[src/rtl/instruction_fetch_sequencer.sv]
// Fetches one 16-bit instruction as two byte reads and writes it into the IR.
// Define FETCH_TIMEOUT_EN to abort a read after TIMEOUT wait cycles.
module instruction_fetch_sequencer #(
  parameter int ADDR_W = 16,
  parameter logic [ADDR_W-1:0] RESET_PC = '0
`ifdef FETCH_TIMEOUT_EN
  ,
  parameter int TIMEOUT = 15
`endif
) (
  input  logic              Clock,
  input  logic              Reset,
  input  logic              Start,
  input  logic              PCLoad,
  input  logic [ADDR_W-1:0] PCIn,
  output logic              MemRead,
  output logic [ADDR_W-1:0] MemAddr,
  input  logic              MemValid,
  input  logic [7:0]        MemData,
  output logic              IRWrite,
  output logic              IRLH,
  output logic [7:0]        IRData,
  output logic [ADDR_W-1:0] PCOut,
  output logic              Busy,
  output logic              Done,
  output logic              Error
);

  typedef enum logic [2:0] {
    IDLE,
    RD_LO,
    WR_LO,
    RD_HI,
    WR_HI
  } state_t;

  state_t            state_q, state_d;
  logic [ADDR_W-1:0] pc_q, pc_d;
  logic [7:0]        ir_q, ir_d;
  logic              done_q, done_d;

`ifdef FETCH_TIMEOUT_EN
  localparam int CNT_W = $clog2(TIMEOUT + 1);

  logic [ADDR_W-1:0] start_q, start_d;
  logic [CNT_W-1:0]  cnt_q, cnt_d;
  logic              err_q, err_d;
`endif

  always_ff @(posedge Clock or negedge Reset) begin
    if (!Reset) begin
      state_q <= IDLE;
      pc_q    <= RESET_PC;
      ir_q    <= '0;
      done_q  <= 1'b0;
`ifdef FETCH_TIMEOUT_EN
      start_q <= RESET_PC;
      cnt_q   <= '0;
      err_q   <= 1'b0;
`endif
    end else begin
      state_q <= state_d;
      pc_q    <= pc_d;
      ir_q    <= ir_d;
      done_q  <= done_d;
`ifdef FETCH_TIMEOUT_EN
      start_q <= start_d;
      cnt_q   <= cnt_d;
      err_q   <= err_d;
`endif
    end
  end

  always_comb begin
    state_d = state_q;
    pc_d    = pc_q;
    ir_d    = ir_q;
    done_d  = 1'b0;
`ifdef FETCH_TIMEOUT_EN
    start_d = start_q;
    cnt_d   = '0;
    err_d   = 1'b0;
`endif
    unique case (state_q)
      IDLE: begin
        if (PCLoad) pc_d = PCIn;
        if (Start) begin
`ifdef FETCH_TIMEOUT_EN
          start_d = PCLoad ? PCIn : pc_q;
`endif
          state_d = RD_LO;
        end
      end
      RD_LO: begin
        if (MemValid) begin
          ir_d    = MemData;
          state_d = WR_LO;
        end
      end
      WR_LO: begin
        pc_d    = pc_q + 1'b1;
        state_d = RD_HI;
      end
      RD_HI: begin
        if (MemValid) begin
          ir_d    = MemData;
          state_d = WR_HI;
        end
      end
      WR_HI: begin
        pc_d    = pc_q + 1'b1;
        done_d  = 1'b1;
        state_d = IDLE;
      end
      default: state_d = IDLE;
    endcase
`ifdef FETCH_TIMEOUT_EN
    // Counter is zero on entry to either read state since WR_LO/IDLE clear it.
    if ((state_q == RD_LO || state_q == RD_HI) && !MemValid) begin
      if (cnt_q == CNT_W'(TIMEOUT - 1)) begin
        state_d = IDLE;
        pc_d    = start_q;
        err_d   = 1'b1;
      end else begin
        cnt_d = cnt_q + 1'b1;
      end
    end
`endif
  end

  assign MemRead = (state_q == RD_LO) || (state_q == RD_HI);
  assign MemAddr = MemRead ? pc_q : '0;
  assign IRWrite = (state_q == WR_LO) || (state_q == WR_HI);
  assign IRLH    = (state_q == WR_HI);
  assign Busy    = (state_q != IDLE);
  assign IRData  = ir_q;
  assign PCOut   = pc_q;
  assign Done    = done_q;
`ifdef FETCH_TIMEOUT_EN
  assign Error   = err_q;
`else
  assign Error   = 1'b0;
`endif

endmodule

[config.mk]
export PLATFORM = sky130hd
export DESIGN_NAME = instruction_fetch_sequencer
export DESIGN_NICKNAME = d
export VERILOG_FILES = /design/src/rtl/instruction_fetch_sequencer.sv
export SDC_FILE = /design/constraint.sdc
export NUM_CORES = 1
export LEC_CHECK = 0
export CORE_MARGIN = 4
export CORE_UTILIZATION = 44
export DETAILED_ROUTE_END_ITERATION = 12
export PLACE_DENSITY = 0.85
export SYNTH_ARGS = -nofsm -noshare
export SYNTH_HDL_FRONTEND = slang
export SYNTH_SLANG_ARGS = --single-unit
export TNS_END_PERCENT = 100
[constraint.sdc]
create_clock -name Clock -period 3.2 [get_ports Clock]
set_input_delay 0.32 -clock Clock [delete_from_list [all_inputs] [get_ports Clock]]
set_output_delay 0.32 -clock Clock [all_outputs]
set_load 0.03 [all_outputs]
==> results of run 1 <==
## Yosys cell counts (2+ instances only)
cell type,number,share of area (%)
nor4_1,2,0.77
mux2i_1,5,3.1
nand3_1,13,4.0
a2bb2oi_1,4,2.2
a22oi_1,5,2.3
and4_1,2,1.1
nor3b_1,2,0.93
o21ai_0,2,0.62
a21oi_1,7,2.2
nor3_1,3,0.93
buf_4,3,1.4
clkbuf_2,2,0.62
buf_2,5,1.5
dfrtp_1,28,43
nor2_1,6,1.4
o211ai_1,4,1.9
xor2_1,2,1.1
and3_1,3,1.2
a221o_1,2,1.2
nand4_1,3,1.2
nand2_1,10,2.3
mux2_2,8,5.6
or4_1,5,2.3
o21a_1,2,0.93
and2_1,16,6.2
## per-layer routing
| layer | up-vias | GRT usage (%) |
|---|---|---|
| li1 | 756 | - |
| met1 | 721 | 25.0 |
| met2 | 54 | 30.0 |
| met3 | 4 | 3.08 |
| met4 | 0 | 5.46 |
| met5 | - | 0 |
## power groups by stage
stage / Clock [mW] / Combinational [mW] / Sequential, mW
2_1_floorplan: 0 / 0.981 / 0.960
3_3_place_gp: 0 / 1.91 / 0.740
3_5_place_dp: 0 / 1.92 / 0.753
4_1_cts: 0.222 / 1.94 / 0.746
5_1_grt: 0.240 / 2.04 / 0.784
6_report: 0.221 / 1.92 / 0.747
## flip-flops by register name (all words and copies together) (netlist names)
name	flops
IRData	8
state_q	3
PCOut	16
Done	1
## cells in the final DEF (no fill, tap or decap), drive strengths merged, types with 3 or more instances in the layout
cell type	netlist	layout
mux2i	5	5
a22oi	5	5
nor2	6	6
a2bb2oi	4	4
a21oi	7	7
or4	5	5
nand2	10	10
nor3	3	3
dfrtp	28	28
clkdlybuf4s50	0	73
buf	9	4
and3	3	3
nand3	13	13
and2	16	16
mux2	8	8
nand4	3	3
o211ai	4	4
clkbuf	3	4
## worst max-delay path: stages (launching register included)
cell and delay (ns):
dfrtp_1 0.53, xnor2_1 0.18, or2_0 0.24, inv_2 0.27, clkdlybuf4s50_1 0.74
## final timing paths
check | to | slack (ns) | cells past startpoint
hold reg to reg | IRData[6]$_DFFE_PN0P_ | 0.51 | 1
max in group asynchronous | PCOut[8]$_DFFE_PN0P_ | 2.53 | 2
min in group Clock | IRData[6]$_DFFE_PN0P_ | 0.51 | 1
setup reg to reg | PCOut[8]$_DFFE_PN0P_ | 1.21 | 4
setup / recovery | IRWrite | 0.63 | 4
hold / removal | Done$_DFF_PN0_ | 0.41 | 2
## logic make-up after synthesis
| group | Yosys count |
|---|---|
| simple gates | 70 |
| compound gates | 35 |
| flops | 28 |
| buf+inv | 14 |
| mux | 13 |
| xor+xnor | 3 |
| fa+ha+maj | 1 |
| other cells | 1 |
## layout make-up
cell class | count | area [um2]
sequential | 28 | 701
multi-input combinational | 123 | 845
fill | 286 | 1020
tap | 46 | 57.6
timing repair buffer | 77 | 761
inverter | 2 | 7.51
clock buffer | 4 | 55.1
## through the flow
| stage | instance area (um2) | std cells | hold WS, ns | utilization [%] | total power [mW] |
|---|---|---|---|---|---|
| finish | 2430 | 280 | 0.415 | 70.5 | 2.89 |
| global route | 2430 | 280 | 0.449 | 70.5 | 3.06 |
| CTS | 2430 | 280 | 0.436 | 70.5 | 2.90 |
| detailed placement | 2370 | 276 | 0.498 | 68.9 | 2.68 |
| global placement | 2370 | 276 | 0.486 | 68.9 | 2.65 |
| floorplan | 1620 | 165 | 0.0244 | - | 1.94 |
==> flow_summary.toml, run 1 <==
[worst_setup_path]
crit_fanout = 16
cp-startpoint = "state_q[1]$_DFFE_PN0P_"
critical_path_arrival_ns = 2.25
worst_r2r_startpoint = "state_q[2]$_DFFE_PN0P_"
endpoint_kind = "primary output"
critPathLaunchType = "flop"
crit_required_ns = 2.88
worstSetupPathType = "reg2out"

[sta]
setup_violations = 0
worst_slew_pin_slew_ns = 0.854
hold_viol = 0
rsz0062_at_grt = "false"
setup_ws_ns = 0.633
slew_headroom_pct = 42.8
slew_violations = 0
period_needed_ns = 2.57
fmax_ghz = 0.390
fin_crit_sh_pct = 80.2
skew_ns = 0.00237
finalSetupTns_ns = 0

[drt]
drc_errors = 0
top_layer = "met4"
ant_nets = 0
drt_iter0_drc = 81
via_count = 1535
first_pass_iters = 4
wire_per_inst_um = 15.0
wirelength_mm = 4.21
wl_met1_mm = 1.88
dr_wl_met3_um = 265
wl_met2_mm = 2.02
vias_per_cell = 5.48

[grt]
gr-total-overflow = 0
grt_antenna_before_repair = 0
grt_pass1_vias = 1402
grt_pass1_wl_mm = 6.53
grt_max_degree = 29
grt_usage_pct = 18.4

[floorplan]
die_area_um2 = 4710
start_util_pct = 47.0
dieWidth_um = 68.6
rows = 21
ios = 75
coreArea_um2 = 3440
fp.dieH_um = 68.6

[place]
gp_congestion = 0.806
hpwl_mm = 3.11
post-place-ws_ns = 0.953
port_buffers = 73

[cts]
cts.sinks = 28
clk_latency_ns = 0.27
cts_setup_buffers = 0
cts_buffers = 3
hold_buffers = 0
clockBufferDepth = 2
cts_resized = 0
ctsHtreeMaxLevel = 1
path_clk_slew_ns = 0.09
cts_root_buf = "clkbuf_8"
tritoncts = "done"

[outcome]
status = "completed"

[synth]
syn_area_per_cell_um2 = 9.80
synth_compound_area_share_pct = 15.9
synth-adder-area-share_pct = 0.773
yosysWarnings = 0
ys_ff_latch = 28
synth_top_family_by_area = "simple AND/OR/NAND/NOR gates"
synthSimpleGateAreaFrac_pct = 25.0
synth_mux_area_share_pct = 8.66
synth-edff-count = 0
syn_inst = 165
yosysSeqAreaShare_pct = 43.3
ys.flop_type = "dfrtp_1"
synth_nets = 195
ys_types = 46
async_flop_share_pct = 100
synth_area_um2 = 1620
synth-xor-area-share_pct = 1.62

[final_layout]
num_antenna_cells = 0
nets = 265
final_layout_size_suffix_gt1_share_pct = 8.55
syn2layout_area_growth_pct = 50.0

[run]
max_cap_viol_count = 0

[power_and_ir_drop]
switching_share_pct = 48.9
p_switching_mw = 1.41
peakVddDrop_mv = 0.688
p_seq_share_pct = 25.9
power_frac_comb_pct = 66.5
p_leak_nw = 0.943
powerDensity_nw_per_um2 = 1190
pwr-share-clk_pct = 7.7
p_int_mw = 1.48

[hold_path]
hp-class = "in2async"
Note: power is estimated with default switching activity, not from simulation.
==> run 2: changes to the inputs <==
CORE_UTILIZATION = 37   (was 44)
PLACE_DENSITY = 0.76   (was 0.85)
clock period = 2.2 ns   (was 3.2 ns; I/O delays follow)
==> run 2 against run 1 <==
Flip-flop and latch count stayed put. Critical path depth shrank 1. Power grew 47%. Utilization fell by 11 points. Register-to-register slack got worse by 0.78 ns. First-iteration DRC count rose by 16%. Combinational power grew 49%. Sequential power increased by 41%. Clock power rose by 47%. Non-clock buffer count up 7. Count of clock-buffer cells in the layout did not move. Critical path type unchanged. Largest cell class unchanged.
==> flow_summary.toml, run 2 (same netlist as run 1, synthesis figures left out) <==
[outcome]
status = "completed"

[power_and_ir_drop]
powerDensity_nw_per_um2 = 1740
peakVddDrop_mv = 0.826
total_power_mw = 4.24
p_leak_nw = 1.00

[worst_setup_path]
slowest_stage = "clkdlybuf4s50_1"
regToRegSetupSlack_ns = 0.43
rr_endpoint = "PCOut[14]$_DFFE_PN0P_"
worst-path-buf-inv = 2
crit_chain = "or2_0, inv_2, clkdlybuf4s50_1"
worst_r2r_startpoint = "PCOut[3]$_DFFE_PN0P_"
critPathLaunchType = "flop"
crit_fanout = 10
worstSetupPathType = "reg2out"
crit_required_ns = 1.98
worstRegToRegCells = 4
max_stage_delay_ns = 0.67
endpoint_kind = "primary output"
cpLargestDelayFamily = "buffers and inverters"
critical_path_arrival_ns = 1.85

[grt]
busiest_layer = "met2"
gr-total-overflow = 0
grt_pass1_wl_mm = 7.46
grt_pass1_vias = 1550
grt_usage_pct = 17.3
grtUsageMet1_pct = 23.8
grt.met2_usage_pct = 28.7
grt_max_degree = 29
use_met3_pct = 2.70
grt_antenna_before_repair = 0

[drt]
first_pass_iters = 4
drc_errors = 0
wire_per_inst_um = 15.9
wirelength_mm = 4.61
via_count = 1572
ant_nets = 0
vias_per_cell = 5.40
drt_iter0_drc = 94

[cts]
cts_resized = 0
cts_buffers = 3
ctsHtreeMaxLevel = 1
tritoncts = "done"
clockBufferDepth = 2
cts_setup_buffers = 0
cts.sinks = 28
path_clk_slew_ns = 0.10
cts_root_buf = "clkbuf_8"
clk_latency_ns = 0.28
hold_buffers = 0

[sta]
finalSetupTns_ns = 0
setup_violations = 0
hold_viol = 0
fin_crit_sh_pct = 94.0
fmax_ghz = 0.483
skew_ns = 0.00363
setup_ws_ns = 0.131
hold_slack_ns = 0.316
period_needed_ns = 2.07
rsz0062_at_grt = "false"
slew_violations = 0

[floorplan]
fp.dieH_um = 74.1
ios = 75
rows = 23
coreArea_um2 = 4120
dieWidth_um = 74.1
die_area_um2 = 5490
start_util_pct = 39.3

[final_layout]
final_cells = 291
nets = 272
fin_area_um2 = 2440
num_antenna_cells = 0
syn2layout_area_growth_pct = 50.9
final_layout_size_suffix_gt1_share_pct = 18.3
largest_reg_flops = 16
utilization_pct = 59.3
mostFrequentLayoutCell = "clkdlybuf4s50_1"
most-common-layout-cells = "56 x clkdlybuf4s50_1, 28 x dfrtp_1, 28 x buf_4"

[run]
max_cap_viol_count = 0

[hold_path]
hp-class = "in2async"

[place]
port_buffers = 73
place_area_um2 = 2390
post-place-ws_ns = 0.383
dp.cells = 287
gp_congestion = 0.805
hpwl_mm = 3.36
run 2: changes by cell type in the layout (fill, tap and decap cells not counted), sizes merged:
cell / change
buf: +24
clkdlybuf4s50: -17
run 2: how the worst max path moves through the flow:
stage / cells after the start / slack [ns] / end / start
final: 3 / 0.13 / IRWrite / state_q[0]$_DFFE_PN0P_
after detailed placement: 4 / 0.38 / PCOut[9]$_DFFE_PN0P_ / PCLoad
after floorplan: 5 / 0.45 / MemAddr[10] / state_q[0]$_DFFE_PN0P_
after CTS: 3 / 0.11 / IRWrite / state_q[0]$_DFFE_PN0P_
after global placement: 4 / 0.43 / PCOut[9]$_DFFE_PN0P_ / PCLoad
after global routing: 3 / 0.05 / IRWrite / state_q[0]$_DFFE_PN0P_
run 2: power by group:
group	internal (mW)	total, mW	switching (mW)
clock network	0.161	0.325	0.165
logic	1.24	2.87	1.64
registers	0.757	1.05	0.290
run 2: cell type report:
class,count,area (um2)
clock buffer,4,55.1
inverter,2,7.51
sequential,28,701
tap,50,62.6
timing repair buffer,84,771
fill,372,1670
multi-input combinational,123,845
run 2: per-layer routing:
metal,share of wire (%),wire (um)
met5,0,0
met3,6.6,304
met2,49,2240
met1,44,2030
met4,0.78,36
run 2: worst reg2reg max path, cell delays in order, from the launching register on:
cell and delay, ns:
dfrtp_1 0.51, and4_1 0.31, nand3_1 0.24, or4_1 0.54, nand3_1 0.11
